File: config.mk
export PLATFORM = sky130hd
export DESIGN_NAME = input_port_debounced
export DESIGN_NICKNAME = d
export VERILOG_FILES = /design/src/rtl/input_port_debounced.sv
export SDC_FILE = /design/constraint.sdc
export NUM_CORES = 1
export LEC_CHECK = 0
export CELL_PAD_IN_SITES_DETAIL_PLACEMENT = 1
export CELL_PAD_IN_SITES_GLOBAL_PLACEMENT = 1
export CORE_MARGIN = 2
export CORE_UTILIZATION = 25
export DETAILED_ROUTE_END_ITERATION = 6
export DONT_BUFFER_PORTS = 1
export GPL_TIMING_DRIVEN = 0
export PLACE_DENSITY = 0.53
export SYNTH_ARGS = -nofsm -noshare
export SYNTH_HDL_FRONTEND = slang
export SYNTH_SLANG_ARGS = --single-unit
File: constraint.sdc
create_clock -name clk -period 2 [get_ports clk]
set_input_delay 0.3 -clock clk [delete_from_list [all_inputs] [get_ports clk]]
set_output_delay 0.3 -clock clk [all_outputs]
set_load 0.005 [all_outputs]
File: src/rtl/input_port_debounced.sv
// Input port with pin synchroniser, whole-word debounce, zero-gated read bus and
// sticky, maskable per-bit edge interrupts feeding a single irq line.
module input_port_debounced #(
   parameter int WIDTH           = 8,
   parameter int SYNC_STAGES     = 2,
   parameter int DEBOUNCE_CYCLES = 4
) (
   input  logic             clk,
   input  logic             rst,
   input  logic [WIDTH-1:0] pins_in,
   input  logic             rd_en,
   output logic [WIDTH-1:0] data_out,
   input  logic [WIDTH-1:0] irq_mask,
   input  logic [1:0]       irq_mode,
   input  logic [WIDTH-1:0] irq_ack,
   output logic [WIDTH-1:0] irq_status,
   output logic             irq
);

   localparam int CNT_W = (DEBOUNCE_CYCLES > 1) ? $clog2(DEBOUNCE_CYCLES) : 1;
   localparam logic [CNT_W-1:0] CNT_MAX = CNT_W'(DEBOUNCE_CYCLES - 1);

   logic [WIDTH-1:0] sync_q [SYNC_STAGES];
   logic [WIDTH-1:0] sync_out;
   logic [WIDTH-1:0] cand;
   logic [CNT_W-1:0] cnt;
   logic [WIDTH-1:0] stable;
   logic             load;
   logic [WIDTH-1:0] rise;
   logic [WIDTH-1:0] fall;
   logic [WIDTH-1:0] ev;

   always_ff @(posedge clk) begin
      if (rst) begin
         for (int i = 0; i < SYNC_STAGES; i++) begin
            sync_q[i] <= '0;
         end
      end else begin
         sync_q[0] <= pins_in;
         for (int i = 1; i < SYNC_STAGES; i++) begin
            sync_q[i] <= sync_q[i-1];
         end
      end
   end

   assign sync_out = sync_q[SYNC_STAGES-1];

   // The stable word reloads every cycle once the count saturates; edge events
   // only fire when that reload actually changes a bit.
   always_comb begin
      load = (sync_out == cand) && (cnt == CNT_MAX);
      rise = '0;
      fall = '0;
      if (load) begin
         rise = cand & ~stable;
         fall = ~cand & stable;
      end
      ev = (({WIDTH{irq_mode[0]}} & rise) | ({WIDTH{irq_mode[1]}} & fall)) & irq_mask;
   end

   always_ff @(posedge clk) begin
      if (rst) begin
         cand   <= '0;
         cnt    <= '0;
         stable <= '0;
      end else if (sync_out != cand) begin
         cand <= sync_out;
         cnt  <= '0;
      end else if (cnt == CNT_MAX) begin
         stable <= cand;
      end else begin
         cnt <= cnt + 1'b1;
      end
   end

   // A new event on a bit beats an acknowledge of the same bit in the same cycle.
   always_ff @(posedge clk) begin
      if (rst) begin
         irq_status <= '0;
      end else begin
         irq_status <= (irq_status & ~irq_ack) | ev;
      end
   end

   assign data_out = rd_en ? stable : '0;
   assign irq      = |irq_status;

endmodule

==> reports/qor.yml, run 1 <==
boundaryPins: 46
num_vias: 1224
r2r_start: "cand[7]"
p_leak_nw: 0.661
fin_crit_sh_pct: 81.1
cts_hold_buffers: 0
syn_inst: 177
final_antenna_net_count: 0
period_needed_ps: 1620
reg2reg_slack_ps: 380
crit_type: "reg -> reg"
routed_via_density: 4.62
tightest_slew_ps: 477
start_util_pct: 25.6
htree_levels: 2
postSynthAreaPerCell_um2: 9.73
initialDrtViolationCount: 24
syn_area_um2: 1720
crit_path_max_incr_delay_ps: 410
cts.sinks: 42
clockBufferDepth: 2
holdPathEnd: "irq_status[0]"
final-max-slew-violation-count: 0
min_from: "irq_ack[0]"
cts.repair.resized: 0
rows: 30
reg2reg_depth: 4
ys.warnings.count: 0
post-cts-setup-buffers: 0
grt_usage_pct: 11.1
synth_nets: 207
muxShareOfSynthArea_pct: 5.23
fp.dieW_um: 87.0
cp_max_fo: 8
synth-seq-cells: 42
synth_top_cell_area_share_pct: 48.8
start_kind: "register"
yosys.area.top_type: "dfxtp_1"
vdd_drop_max_uv: 323
synth_edf_count: 0
hold_depth: 1
critPathRequiredTime_ps: 2210
fin_util_pct: 28.4
path_cells: "xor2_1 > nor4_2 > nand4_1 > o32ai_1"
power_mw: 1.49
pre_cts_slack_ps: 335
synthTopCellsByCount: "42 x dfxtp_1, 24 x nor2b_1, 16 x nand3b_1"
nets: 214
routedWlPerCell_um: 14.7
antenna_found_initial: 0
synth_top_flop_cell: "dfxtp_1"
numCtsBuffers: 5
setup_tns_ps: 0
grt_pass1_wl_um: 6150
die_h_um: 87.0
fin_hold_ws_ps: 102
crit_arrival_ps: 1830
skew_ps: 8.93
dieArea_um2: 7570
rsz0062_at_grt: "false"
maxSlewHeadroom_pct: 68.2
status: "completed"
wl_um: 3910
clockRootBuffer: "clkbuf_8"
gp_congestion: 0.677
drive_gt1_share_pct: 4.86
yosys-top-cells-area: "dfxtp_1 49%, nor2b_1 8.7%, nand3b_1 7.0%"
synth_top_family_by_area: "simple AND/OR/NAND/NOR gates"
async_flop_share_pct: 0
n_antenna_cell: 0
drc: 0
hold_violations: 0
powerDensity_nw_per_um2: 781
synth_compound_area_share_pct: 6.40
syn2layout_area_growth_pct: 10.8
synth.most_common_cell: "dfxtp_1"
crit_path_end_kind: "register"
clk_pin_slew_ps: 80
r2r_end: "irq_status[4]"
fin_ws_ps: 379
dp_hpwl_um: 2900
grt_pass1_vias: 1195
core-area_um2: 6720
synthDistinctLibCells: 22
drt_pass1_iterations: 4
port_buffers: 0
slowest_stage: "nand4_1"
grt_start_max_net_pins: 14
setup_violations: 0
synthXorXnorAreaFrac_pct: 4.58
cts_tree: "built"
maxCapViolations: 0
synthSimpleGateAreaFrac_pct: 30.1
min_path_type: "in -> reg"
synthAdderAreaFrac_pct: 0.727
yosysSeqAreaShare_pct: 48.8
grt.overflow.total: 0
max_freq_mhz: 617
insertion_delay_ps: 300
==> worst max-delay path, delay by kind of cell, from the launching register on <==
| kind | cells | cell delay, ps |
|---|---|---|
| and+or+nand+nor | 2 | 760 |
| AOI/OAI and AO/OA | 1 | 230 |
| DFF | 1 | 360 |
| xor gates and xnor gates | 1 | 180 |
==> layout by cell type (no fill, tap or decap), types with 2 or more instances in the layout <==
cell,Yosys,routed
dfxtp_1,42,42
nor2b_1,24,24
nand3b_1,16,16
nand2b_1,15,15
nand2_1,9,9
clkbuf_1,8,9
xor2_1,9,9
mux2i_1,9,9
and2_1,8,8
inv_1,8,8
o21ai_0,8,8
o32ai_1,8,8
clkbuf_8,0,5
nor4_1,2,2
nor2_1,2,2
nor3_1,2,2
==> layout make-up <==
class,count,area [um2]
Tap cell,80,100
Buffer,9,41.3
Multi-Input combinational cell,118,810
Inverter,8,30.0
Fill cell,777,4810
Clock inverter,2,13.8
Clock buffer,6,72.6
Sequential cell,42,841
==> sequential cells by signal, indices dropped and copies added, names as in the netlist <==
name        flops
cand            8
cnt             2
irq_status      8
stable          8
sync_q         16
==> metrics by stage <==
| stage | cell area [um2] | instances |
|---|---|---|
| floorplan | 1720 | 177 |
| global placement | 1820 | 257 |
| detailed placement | 1820 | 257 |
| CTS | 1910 | 265 |
| global route | 1910 | 265 |
| finish | 1910 | 265 |
==> power breakdown <==
group / internal, mW / switching, mW
logic: 0.0329 / 0.0416
clock network: 0.246 / 0.301
registers: 0.857 / 0.0123
==> kinds of logic (layout without fill, tap and decap cells) <==
logic type | after synthesis | after routing
fa+ha+maj | 1 | 1
compound gates | 16 | 16
flops | 42 | 42
buf+inv | 17 | 25
simple gates | 83 | 83
xor+xnor | 9 | 9
mux | 9 | 9
==> routing by layer <==
metal / GRT usage, % / vias to the layer above / wire length (um)
met2: 16.8 / 38 / 1700
met3: 4.45 / 7 / 304
met1: 14.4 / 576 / 1840
met4: 3.84 / 0 / 57
met5: 0 / - / 0
li1: - / 603 / -
==> worst max-delay path by stage <==
stage	endpoint	cells past startpoint	slack [ps]	from
after floorplan	stable[0]	5	600	cand[7]
after global placement	irq_status[4]	4	370	cand[7]
after detailed placement	irq_status[4]	4	330	cand[7]
after CTS	irq_status[4]	4	320	cand[7]
after global routing	irq_status[6]	4	140	cand[7]
final	irq_status[4]	4	380	cand[7]
Power figures use the tool's default switching activity.
==> run 2: changes to the inputs <==
==> constraint.sdc (replaced) <==
create_clock -name clk -period 1.7 [get_ports clk]
set_input_delay 0.255 -clock clk [delete_from_list [all_inputs] [get_ports clk]]
set_output_delay 0.255 -clock clk [all_outputs]
set_load 0.005 [all_outputs]
==> reports/qor.yml, run 2 (synthesis results as in run 1) <==
regArea_um2: 842
largest_register: "sync_q"
grt.overflow.total: 0
clk_pin_slew_ps: 80
crit_type: "reg -> reg"
clockRootBuffer: "clkbuf_8"
postPlaceCellArea_um2: 1820
routedWlPerCell_um: 14.7
final_antenna_net_count: 0
port_buffers: 0
power_mw: 1.75
drc: 0
cts.sinks: 42
slowest_stage: "dfxtp_2"
core-area_um2: 6720
reg2reg_slack_ps: 120
cts_hold_buffers: 0
cp_top_family: "simple AND/OR/NAND/NOR gates"
grt_usage_pct: 11.1
final_cell_mix: "41 x dfxtp_1, 24 x nor2b_1, 16 x nand3b_1"
stdcell_area_um2: 1920
grt_pass1_wl_um: 6150
fin_crit_sh_pct: 92.9
fin_ws_ps: 121
boundaryPins: 46
insertion_delay_ps: 300
hold_violations: 0
period_needed_ps: 1580
r2r_end: "stable[5]"
dp.cells: 257
grt_pass1_vias: 1195
rsz0062_at_grt: "false"
min_path_type: "in -> reg"
start_util_pct: 25.6
vdd_drop_max_uv: 381
hold_depth: 1
critPathRequiredTime_ps: 1920
final-max-slew-violation-count: 0
rows: 30
powerDensity_nw_per_um2: 915
p_leak_nw: 0.666
status: "completed"
skew_ps: 8.83
crit_path_end_kind: "register"
htree_levels: 2
fp.dieW_um: 87.0
reg2reg_depth: 5
stdcell_count: 266
tightest_slew_ps: 477
start_kind: "register"
dieArea_um2: 7570
numCtsBuffers: 5
path_buf_inv: 1
drt_pass1_iterations: 4
setup_violations: 0
dp_hpwl_um: 2900
min_from: "irq_ack[0]"
holdPathEnd: "irq_status[0]"
crit_path_max_incr_delay_ps: 350
die_h_um: 87.0
nets: 215
n_antenna_cell: 0
max_freq_mhz: 633
syn2layout_area_growth_pct: 11.3
grt_start_max_net_pins: 14
antenna_found_initial: 0
path_cells: "xor2_1 > nor4_2 > and4_1 > buf_6 > mux2i_1"
cts_tree: "built"
final_common_cell: "dfxtp_1"
maxCapViolations: 0
drive_gt1_share_pct: 5.91
multi_input_area_um2: 810
setup_tns_ps: 0
cp_max_fo: 8
pre_cts_slack_ps: 34.8
routed_via_density: 4.58
clockBufferDepth: 2
fillers: 775
num_vias: 1219
largest_reg_flops: 16
initialDrtViolationCount: 29
gp_congestion: 0.677
wl_um: 3920
crit_arrival_ps: 1800
maxSlewHeadroom_pct: 68.2
r2r_start: "cand[2]"
-- run 2: cell types whose count changed in the layout (fill, tap and decap cells not counted), sizes merged --
cell and delta:
buf +1
-- run 2: what timing repair did --
action,CTS,global route
setup endpoints to repair,0,15
hold endpoints to repair,0,0
buffers inserted,0,1
resized for setup,0,1
-- run 2: worst reg2reg max path, delay by kind of cell (launching register included) --
family | cells | cell delay [ps]
muxes | 1 | 210
xor gates and xnor gates | 1 | 170
buffers and inverters | 1 | 160
DFF | 1 | 350
and+or+nand+nor | 2 | 610
-- run 2: area by class of cell --
type                    instances  area share (%)
repair buffers                  1           0.392
clock buffers                   6            3.79
inverters                       8            1.57
flip-flops and latches         42            43.9
multi-input cells             118            42.2
clock inverters                 2           0.718
well taps                      80            5.22
plain buffers                   9            2.15
-- run 2: worst max path at each step --
stage	startpoint	to	slack, ps	cells after the start
2_1_floorplan	cand[7]	stable[0]	300	5
3_3_place_gp	cand[7]	irq_status[4]	70	4
3_5_place_dp	cand[7]	irq_status[4]	30	4
4_1_cts	cand[7]	irq_status[4]	20	4
5_1_grt	cand[6]	stable[7]	3	5
6_report	cand[2]	stable[5]	120	5
-- run 2: per-stage QoR --
stage,util [%],hold WS (ps)
after floorplan,-,372
after global placement,27.1,373
after detailed placement,27.1,377
after CTS,28.4,41.0
after global routing,28.5,33.0
final,28.5,56.8
-- run 2: metal layers --
metal,up-vias,part of all wire [%],track usage [%]
met5,-,0,0
met4,0,1.5,3.84
met3,7,7.7,4.45
met2,38,43,16.8
met1,570,48,14.4
li1,604,-,-
-- run 2: power breakdown --
| group | switching, mW | leakage [nW] | internal [mW] |
|---|---|---|---|
| registers | 0.0145 | 0.343 | 1.01 |
| logic | 0.0490 | 0.278 | 0.0388 |
| clock network | 0.353 | 0.0452 | 0.290 |
| total | 0.417 | 0.666 | 1.34 |
